## src/rtl/seq_1011_tx.sv

```systemverilog
// Serial 1011 pattern transmitter: shifts a parallel word out MSB-first on a valid/data strobe
// and counts the overlapping 1011 occurrences a downstream detector should report.
module seq_1011_tx #(
  parameter int unsigned WIDTH   = 8,
  parameter int unsigned GAP_CYC = 1,
  parameter int unsigned CNT_W   = 4
) (
  input  logic             clk,
  input  logic             rst,
  input  logic             start,
  input  logic [WIDTH-1:0] din,
  output logic             valid,
  output logic             data_out,
  output logic             busy,
  output logic             done,
  output logic [CNT_W-1:0] exp_cnt
);

  localparam int unsigned IdxW = $clog2(WIDTH);
  localparam int unsigned GapW = (GAP_CYC > 1) ? $clog2(GAP_CYC) : 1;
  localparam logic [IdxW-1:0]  IdxLast = IdxW'(WIDTH - 1);
  localparam logic [GapW-1:0]  GapLast = GapW'((GAP_CYC > 0) ? GAP_CYC - 1 : 0);
  localparam logic [CNT_W-1:0] CntMax  = '1;

  typedef enum logic [1:0] {StIdle, StShift, StGap, StDone} state_e;
  typedef enum logic [2:0] {TrkR, Trk1, Trk10, Trk101, Trk1011} trk_e;

  state_e           state_q, state_d;
  trk_e             trk_q, trk_d;
  logic [WIDTH-1:0] shreg_q, shreg_d;
  logic [IdxW-1:0]  idx_q, idx_d;
  logic [GapW-1:0]  gap_q, gap_d;
  logic [CNT_W-1:0] cnt_q, cnt_d;
  logic             valid_q, valid_d;
  logic             data_q, data_d;
  logic             busy_q, busy_d;
  logic             done_q, done_d;
  logic             cur_bit;
  logic             hit;

  assign cur_bit = shreg_q[WIDTH-1];

  always_comb begin
    state_d = state_q;
    trk_d   = trk_q;
    shreg_d = shreg_q;
    idx_d   = idx_q;
    gap_d   = gap_q;
    cnt_d   = cnt_q;
    hit     = 1'b0;

    unique case (state_q)
      StIdle: begin
        if (start) begin
          state_d = StShift;
          shreg_d = din;
          cnt_d   = '0;
          trk_d   = TrkR;
          idx_d   = '0;
        end
      end
      StShift: begin
        case (trk_q)
          TrkR:    trk_d = cur_bit ? Trk1 : TrkR;
          Trk1:    trk_d = cur_bit ? Trk1 : Trk10;
          Trk10:   trk_d = cur_bit ? Trk101 : TrkR;
          Trk101: begin
            trk_d = cur_bit ? Trk1011 : Trk10;
            hit   = cur_bit;
          end
          Trk1011: trk_d = cur_bit ? Trk1 : Trk10;
          default: trk_d = TrkR;
        endcase
        if (hit && (cnt_q != CntMax)) begin
          cnt_d = cnt_q + 1'b1;
        end
        if (idx_q == IdxLast) begin
          state_d = StDone;
        end else begin
          shreg_d = shreg_q << 1;
          idx_d   = idx_q + 1'b1;
          gap_d   = '0;
          state_d = (GAP_CYC == 0) ? StShift : StGap;
        end
      end
      StGap: begin
        if (gap_q == GapLast) begin
          state_d = StShift;
        end else begin
          gap_d = gap_q + 1'b1;
        end
      end
      StDone:  state_d = StIdle;
      default: state_d = StIdle;
    endcase

    // Outputs are derived from the next state so they register alongside it.
    valid_d = (state_d == StShift);
    data_d  = valid_d & shreg_d[WIDTH-1];
    busy_d  = (state_d != StIdle);
    done_d  = (state_d == StDone);
  end

  always_ff @(posedge clk) begin
    if (rst) begin
      state_q <= StIdle;
      trk_q   <= TrkR;
      shreg_q <= '0;
      idx_q   <= '0;
      gap_q   <= '0;
      cnt_q   <= '0;
      valid_q <= 1'b0;
      data_q  <= 1'b0;
      busy_q  <= 1'b0;
      done_q  <= 1'b0;
    end else begin
      state_q <= state_d;
      trk_q   <= trk_d;
      shreg_q <= shreg_d;
      idx_q   <= idx_d;
      gap_q   <= gap_d;
      cnt_q   <= cnt_d;
      valid_q <= valid_d;
      data_q  <= data_d;
      busy_q  <= busy_d;
      done_q  <= done_d;
    end
  end

  assign valid    = valid_q;
  assign data_out = data_q;
  assign busy     = busy_q;
  assign done     = done_q;
  assign exp_cnt  = cnt_q;

endmodule

```

## config.mk

```make
export PLATFORM = sky130hd
export DESIGN_NAME = seq_1011_tx
export DESIGN_NICKNAME = d
export VERILOG_FILES = /design/src/rtl/seq_1011_tx.sv
export SDC_FILE = /design/constraint.sdc
export NUM_CORES = 1
export LEC_CHECK = 0
export ABC_AREA = 1
export CORE_ASPECT_RATIO = 0.6
export CORE_UTILIZATION = 40
export DETAILED_ROUTE_END_ITERATION = 12
export DONT_BUFFER_PORTS = 1
export PLACE_DENSITY_LB_ADDON = 0.05
export SLEW_MARGIN = 20
export SYNTH_ARGS = -nofsm -noshare
export SYNTH_HDL_FRONTEND = slang
export SYNTH_SLANG_ARGS = --single-unit
```

## constraint.sdc

```tcl
create_clock -name clk -period 3.1 [get_ports clk]
set_input_delay 0.31 -clock clk [delete_from_list [all_inputs] [get_ports clk]]
set_output_delay 0.31 -clock clk [all_outputs]
set_load 0.02 [all_outputs]
```

After elaboration in Yosys (flattened, before gate mapping)
Cells that the tools add are included.

Flip-flop bits (word level): 25. Input port bits: 11. Output and inout bits: 8. Logic and storage cells: 64.

$add $sub $neg: 3. Reduce and logical (&&, ||, !) cells: 11. Equality and inequality tests: 14. Mux-type cells: 24. Bitwise logic cells: 1.

Operator list (number): $mux 8 (2); $pmux 8 s2 (1); $pmux 3 s2 (2); $pmux 3 s4 (1); $mux 3 (3); $mux 2 (4); $mux 4 (2); $pmux 2 s4 (1); $pmux 4 s2 (1); $eq 2x2->1 const B (3); $eq 3x2->1 const B (2); $eq 3x3->1 const B (2); $mux 1 (6); $ne 2x2->1 const B (3); $reduce_and 3->1 (2); $reduce_bool 2->1 (3); $add 4x1->4 const B (1); $eq 2x1->1 const B (2); $ne 4x4->1 const B (1); $reduce_and 2->1 (2); $add 3x1->3 const B (1); $eq 3x1->1 const B (1); $logic_not 3->1 (1); $logic_not 2->1 (1); other kinds (5) (5).

Logic depth before layout (Yosys ltp)
Gate-level depths: netlist of run 1.

Depth in word-level cells: 6. Gate-level depth with buffers: 8. Gate-level depth less buffers: 8.

Worst setup path before layout of run 1
Ideal clock, no wire load.

Kind: register to register. Start point: reg idx_q[0]. End point: reg data_q (netlist: data_out). Data arrival time: 1.208 ns. Cell stages (with the launch flop): 9. Clock period less this slack: 1.317 ns. Library setup time: 0.109 ns. Required time: 2.991 ns. Slack: 1.783 ns. Cells stage by stage: dfxtp_1 ha_1 ha_1 nor2_4 nor2_8 nand2_1 nand3_2 nand2_1 inv_1.

Longest elaborated chain between the ends: 5. Elaborated cells between the ends (all ways): 7. Classes of those cells: 2 x eq/ne; 4 x mux; 1 x bitwise.

RTL lines: start: declaration (RTL line 31) `logic [IdxW-1:0] idx_q, idx_d;`; start signal: assignment (RTL line 120) `idx_q <= idx_d;`; $eq 3x3->1 * (RTL line 77) `if (idx_q == IdxLast) begin`; $mux 1 (RTL line 77); $pmux 2 s4 (RTL line 52) `unique case (state_q)`; $eq 2x1->1 (RTL line 98) `valid_d = (state_d == StShift);`; $and 1x1->1 * (RTL line 99) `data_d = valid_d & shreg_d[WIDTH-1];`; end signal: assignment (RTL line 124) `data_q <= data_d;`; end: declaration (RTL line 35) `logic data_q, data_d;`.

Mark *: on every way between the ends. The rest lies on a longest branch, timed or not. The select of a mux whose other input is x is not followed. A chain may end at the register's enable or synchronous reset.

Worst setup path in the final report of run 1
Same ends and word-level chain as after synthesis.

==> run summary, run 1 <==
status - complete, no violations
Worst R2R End - data_out
Vias - 986
critical path required time - 3310 ps
max_slew headroom - 73.0%
num ports - 19
Setup WS post-layout - 1630 ps
FP Rows - 14
Lkg Pwr - 0.498 nW
worst hold path type - input port to flip-flop
FILL cells - 281
layout cells sized above 1 - 9.82%
Worst-path clk slew - 80 ps
setup violators final - 0
cell taking the most area after synthesis - dfxtp_1
Avg Inst Size Synth - 7.23 um2
clk root buf - clkbuf_8
CTS Hold Bufs - 0
RD Place Congestion - 0.728
Final period util - 47.3%
critical path peak fanout - 8
hold slack - 111 ps
Post-CTS Resized - 0
Fin. Hold Viols - 0
antenna violation net count after detailed routing - 0
Ys Warns - 0
Congestion Overflow GR - 0
DIE AREA - 0.00317 mm2
number of cells on the worst hold path - 1
flop-to-flop setup slack - 1630 ps
Post-Syn Instances - 163
IO buf count - 0
CTS sink cnt - 24
Final nets - 180
cell area after layout - 0.00125 mm2
total chip power - 0.594 mW
largest cells by area after synthesis - dfxtp_1 (41%), nand2_1 (17%), nor2_1 (6.1%)
first drt pass iteration count - 4
critical path class - flip-flop to flip-flop
TritonCTS Buffers - 3
crit path from - idx_q[0]
DR DRC count - 0
Tmin final - 1470 ps
largest net degree at the start of global routing - 20
syn_nets - 178
fin util - 47.2%
pre-CTS setup slack - 1660 ps
Seq/Total Area, Yosys - 40.8%
FF+latch count, synth - 24
FF-to-FF path depth - 8
# diodes - 0
Power Density - 477 mW/mm2
Synth cell types - 23
Max Cap Viol - 0
vias in the first global route - 900
die width - 72.1 um
synthesized area - 0.00118 mm2
Hold EP - shreg_q[4]
RSZ-0062 raised after global routing - false
Final Skew - 1.29 ps
Starting Density - 44.6%
Tot GR Track Use - 17.6%
clk_lat worst skew - 260 ps
Slew Limit Fails - 0
critical path launch point type - flip-flop
Layout Cells excl Fill - 203
Synth top area share - 40.8%
CTS H-tree depth - 1
Starting DRT DRC Count - 39
reg-to-reg critical path startpoint - idx_q[0]
initial antenna violation count - 0
Chip Height - 44.0 um
Layout area overhead - 5.84%
Clock Path Buffers - 2
drt total wl - 2.42 mm
Slew @ Worst Pin - 404 ps
WL/cell - 11.9 um
DP Cell Count - 200
vias per cell - 4.86
Max Clock Freq - 683 MHz
hpwl dp - 1.82 mm
dpl cell area - 0.00121 mm2
worst min-delay path startpoint - rst
Setup TNS Final - 0 ps
CP arrival - 1680 ps
Worst setup EP type - flip-flop
Core Region - 0.00265 mm2
CTS tree - yes
post-CTS setup buffer count - 0
first-pass GRT wire length - 4.15 mm
Peak VDD IR - 0.000267 V
## critical path, cell delays in order, from the launching register on
cell	delay [ps]
dfxtp_1	350
ha_1	180
ha_1	150
inv_1	120
o21ai_0	160
o21ai_0	150
nor3_1	190
nand2_1	70
inv_1	50
## layout make-up
| class | instances | area [um2] | share of cell area (%) |
|---|---|---|---|
| Multi-Input combinational cell | 120 | 613 | 49.1 |
| Inverter | 16 | 62.6 | 5.02 |
| Tap cell | 40 | 50.0 | 4.01 |
| Clock buffer | 3 | 41.3 | 3.31 |
| Sequential cell | 24 | 480 | 38.5 |
## registers in the layout (all words and copies together), names as in the netlist
name / flops
busy: 1
data_out: 1
done: 1
exp_cnt: 4
idx_q: 3
shreg_q: 8
state_q: 2
trk_q: 3
valid: 1
## cells in the final DEF, fill, tap and decap left out, drive strengths merged
cell type,Yosys,routed
nand2,58,58
dfxtp,24,24
nor2,23,23
inv,16,16
a21oi,10,10
nand3,8,8
a31oi,6,6
o21ai,6,6
ha,4,4
nand4,3,3
clkbuf,1,3
nor3,1,1
nand3b,1,1
## synth_stat cells (all sizes together)
cell type	number
inv	16
o21ai	6
nand3b	1
ha	4
a21oi	10
nand3	8
nor3	1
nand2	58
a31oi	6
nor2	23
clkbuf	1
dfxtp	24
nand4	3
buf	2
## how the worst max path moves through the flow
stage,end,slack [ps],cells past startpoint
3_5_place_dp,data_out,1660,8
5_1_grt,data_out,1460,8
3_3_place_gp,exp_cnt[2],1690,8
2_1_floorplan,data_out,1780,8
6_report,data_out,1630,8
4_1_cts,data_out,1630,8
## per-layer routing
metal / GRT usage (%) / up-vias / routed length (um)
li1: - / 525 / -
met3: 5.01 / 2 / 118
met4: 6.67 / 0 / 24
met1: 25.0 / 437 / 1320
met2: 25.4 / 22 / 963
met5: 0 / - / 0
## logic make-up after synthesis
kind of cell    count (synthesis)  share of synthesized area [%]
compound gates                 22                           10.3
fa+ha+maj                       4                           4.25
simple gates                   94                           37.5
flops                          24                           40.8
buf+inv                        19                           7.22
## power breakdown
group          leakage (nW)  internal [mW]  switching [mW]
Combinational         0.281         0.0255          0.0541
Clock                0.0216         0.0867          0.0891
Sequential            0.196          0.324          0.0154
(Power assumes the default switching activity.)
==> run 2: changes to the inputs <==
ABC_AREA = 0   (was 1)
clock period = 1.45 ns   (was 3.1 ns; I/O delays follow)
==> run 2 against run 1 <==
  * First-iteration DRC count is 31% higher
  * Power is 150% higher
  * Combinational power is 100% higher
  * Sequential power is 110% higher
  * Critical path type unchanged
  * Highest routed layer unchanged
  * Utilization is 4.9 points higher
==> run summary, run 2 <==
status - complete, no violations
Post-Syn Instances - 133
CP arrival - 1570 ps
Worst-path clk slew - 90 ps
RD Place Congestion - 0.768
largest cells by area after synthesis - dfxtp_1 (38%), nand3b_1 (6.0%), a21oi_1 (5.6%)
number of flops mapped to enable cells by yosys - 0
Clock Path Buffers - 2
Core Region - 0.00293 mm2
layout cells sized above 1 - 27.4%
CTS tree - yes
CP top delay family - simple AND/OR/NAND/NOR gates
Fin. Hold Viols - 0
critical path required time - 1590 ps
Max Cap Viol - 0
most common cell after layout, fill and taps aside - dfxtp_1
Final Skew - 4.66 ps
WL met3 - 133 um
Lkg Pwr - 0.556 nW
cell mode on critical path - ha_4
max_slew headroom - 72.5%
Tot GR Track Use - 19.0%
first-pass GRT wire length - 4.57 mm
critical path launch point type - flip-flop
TritonCTS Buffers - 3
Starting DRT DRC Count - 51
Cell Chain, Critical Path - ha_4, ha_4, or3b_4, nand3_4, a21oi_1
Met2 Wirelength - 1.05 mm
Avg Inst Size Synth - 9.43 um2
Ys Warns - 0
asr flop ratio synth - 0%
drt total wl - 2.77 mm
Layout area overhead - 21.6%
most frequent cells in the layout - dfxtp_1 (21), buf_4 (15), a21oi_1 (13)
num ports - 19
WP buf/inv - 0
Final nets - 162
FP Rows - 15
syn_nets - 148
met1 wire length - 1.57 mm
vias per cell - 5.54
antenna violation net count after detailed routing - 0
CTS sink cnt - 24
Max stage delay on crit path - 410 ps
Critical Path Stages - 5
largest net degree at the start of global routing - 20
clk_lat worst skew - 270 ps
Post-synth top flop - dfxtp_1
Peak VDD IR - 0.000351 V
Slew @ Worst Pin - 410 ps
CTS H-tree depth - 1
clk root buf - clkbuf_8
Worst setup EP type - flip-flop
IO buf count - 0
DIE AREA - 0.00337 mm2
Setup TNS Final - 0 ps
FF+latch count, synth - 24
setup violators final - 0
number of cells on the worst hold path - 1
worst hold path type - input port to flip-flop
hpwl dp - 1.99 mm
Slew Limit Fails - 0
first drt pass iteration count - 4
# diodes - 0
Power Density - 965 mW/mm2
critical path class - flip-flop to flip-flop
WL/cell - 14.7 um
cell taking the most area after synthesis - dfxtp_1
Vias - 1041
Largest register FFs - 8
synthesized area - 0.00125 mm2
dpl cell area - 0.00139 mm2
Synth cell types - 44
Max Clock Freq - 702 MHz
Final period util - 98.3%
Seq/Total Area, Yosys - 38.3%
Congestion Overflow GR - 0
die width - 74.3 um
Tmin final - 1420 ps
Synth top area share - 38.3%
cell area after layout - 0.00152 mm2
most common cell in the netlist - dfxtp_1
Synth top cells by count - dfxtp_1 (24), a21oi_1 (14), nand2b_1 (10), nand3b_1 (10)
post-CTS setup buffer count - 0
critical path peak fanout - 5
FF-to-FF path depth - 5
RSZ-0062 raised after global routing - true
vias in the first global route - 897
initial antenna violation count - 0
hold slack - 39.0 ps
Starting Density - 42.8%
Slowest cell on crit path - or3b_4
largest register by flop count - shreg_q
Chip Height - 45.4 um
DR DRC count - 0
highest routed layer - met4
run 2: stage by stage:
step | utilization (%) | instances | power (mW) | setup WS (ps)
3_5_place_dp | 47.4 | 183 | 0.877 | -45.3
6_report | 52.1 | 188 | 1.47 | 25.2
2_1_floorplan | - | 133 | 0.845 | 30.5
4_1_cts | 51.3 | 188 | 1.48 | 2.42
3_3_place_gp | 47.4 | 183 | 0.876 | -41.6
5_1_grt | 52.1 | 188 | 1.54 | -14.7
run 2: layer usage:
metal	GRT usage (%)	vias to the layer above
met4	5.66	0
met3	5.36	4
met2	25.5	22
met5	0	-
li1	-	516
met1	28.8	499
run 2: path summary, 6_finish.rpt:
| path | from | endpoint | slack (ps) |
|---|---|---|---|
| max | idx_q[0] | shreg_q[7] | 30 |
| min | rst | shreg_q[0] | 40 |
| max reg2reg | idx_q[0] | shreg_q[7] | 30 |
| min reg2reg | idx_q[1] | idx_q[1] | 490 |
run 2: power breakdown:
| group | switching, mW | total, mW | internal (mW) |
|---|---|---|---|
| combinational | 0.0779 | 0.159 | 0.0813 |
| sequential | 0.0303 | 0.718 | 0.687 |
| clock | 0.225 | 0.594 | 0.369 |
| total | 0.333 | 1.47 | 1.14 |
run 2: area by class of cell:
cell class / count / area, um2
inverters: 3 / 11.3
repair buffers: 17 / 143
clock buffers: 3 / 41.3
well taps: 42 / 52.6
clock inverters: 1 / 30.0
multi-input cells: 98 / 762
fillers: 271 / 1400
flip-flops and latches: 24 / 484
run 2: kinds of logic (layout without fill, tap and decap cells):
logic type,after synthesis,in the layout,synth area share [%]
and+or+nand+nor,56,56,30.4
AOI/OAI and AO/OA,36,36,20.1
DFF,24,24,38.3
buffers and inverters,11,24,5.19
adders and majority gates,4,4,3.99
muxes,2,2,2.00
run 2: repair_timing:
action / CTS / global route
gates resized for setup: 7 / 5
hold endpoints to repair: 10 / 0
endpoints found under the setup margin: 10 / 10
pin swaps: 0 / 0
hold buffers: 1 / 0
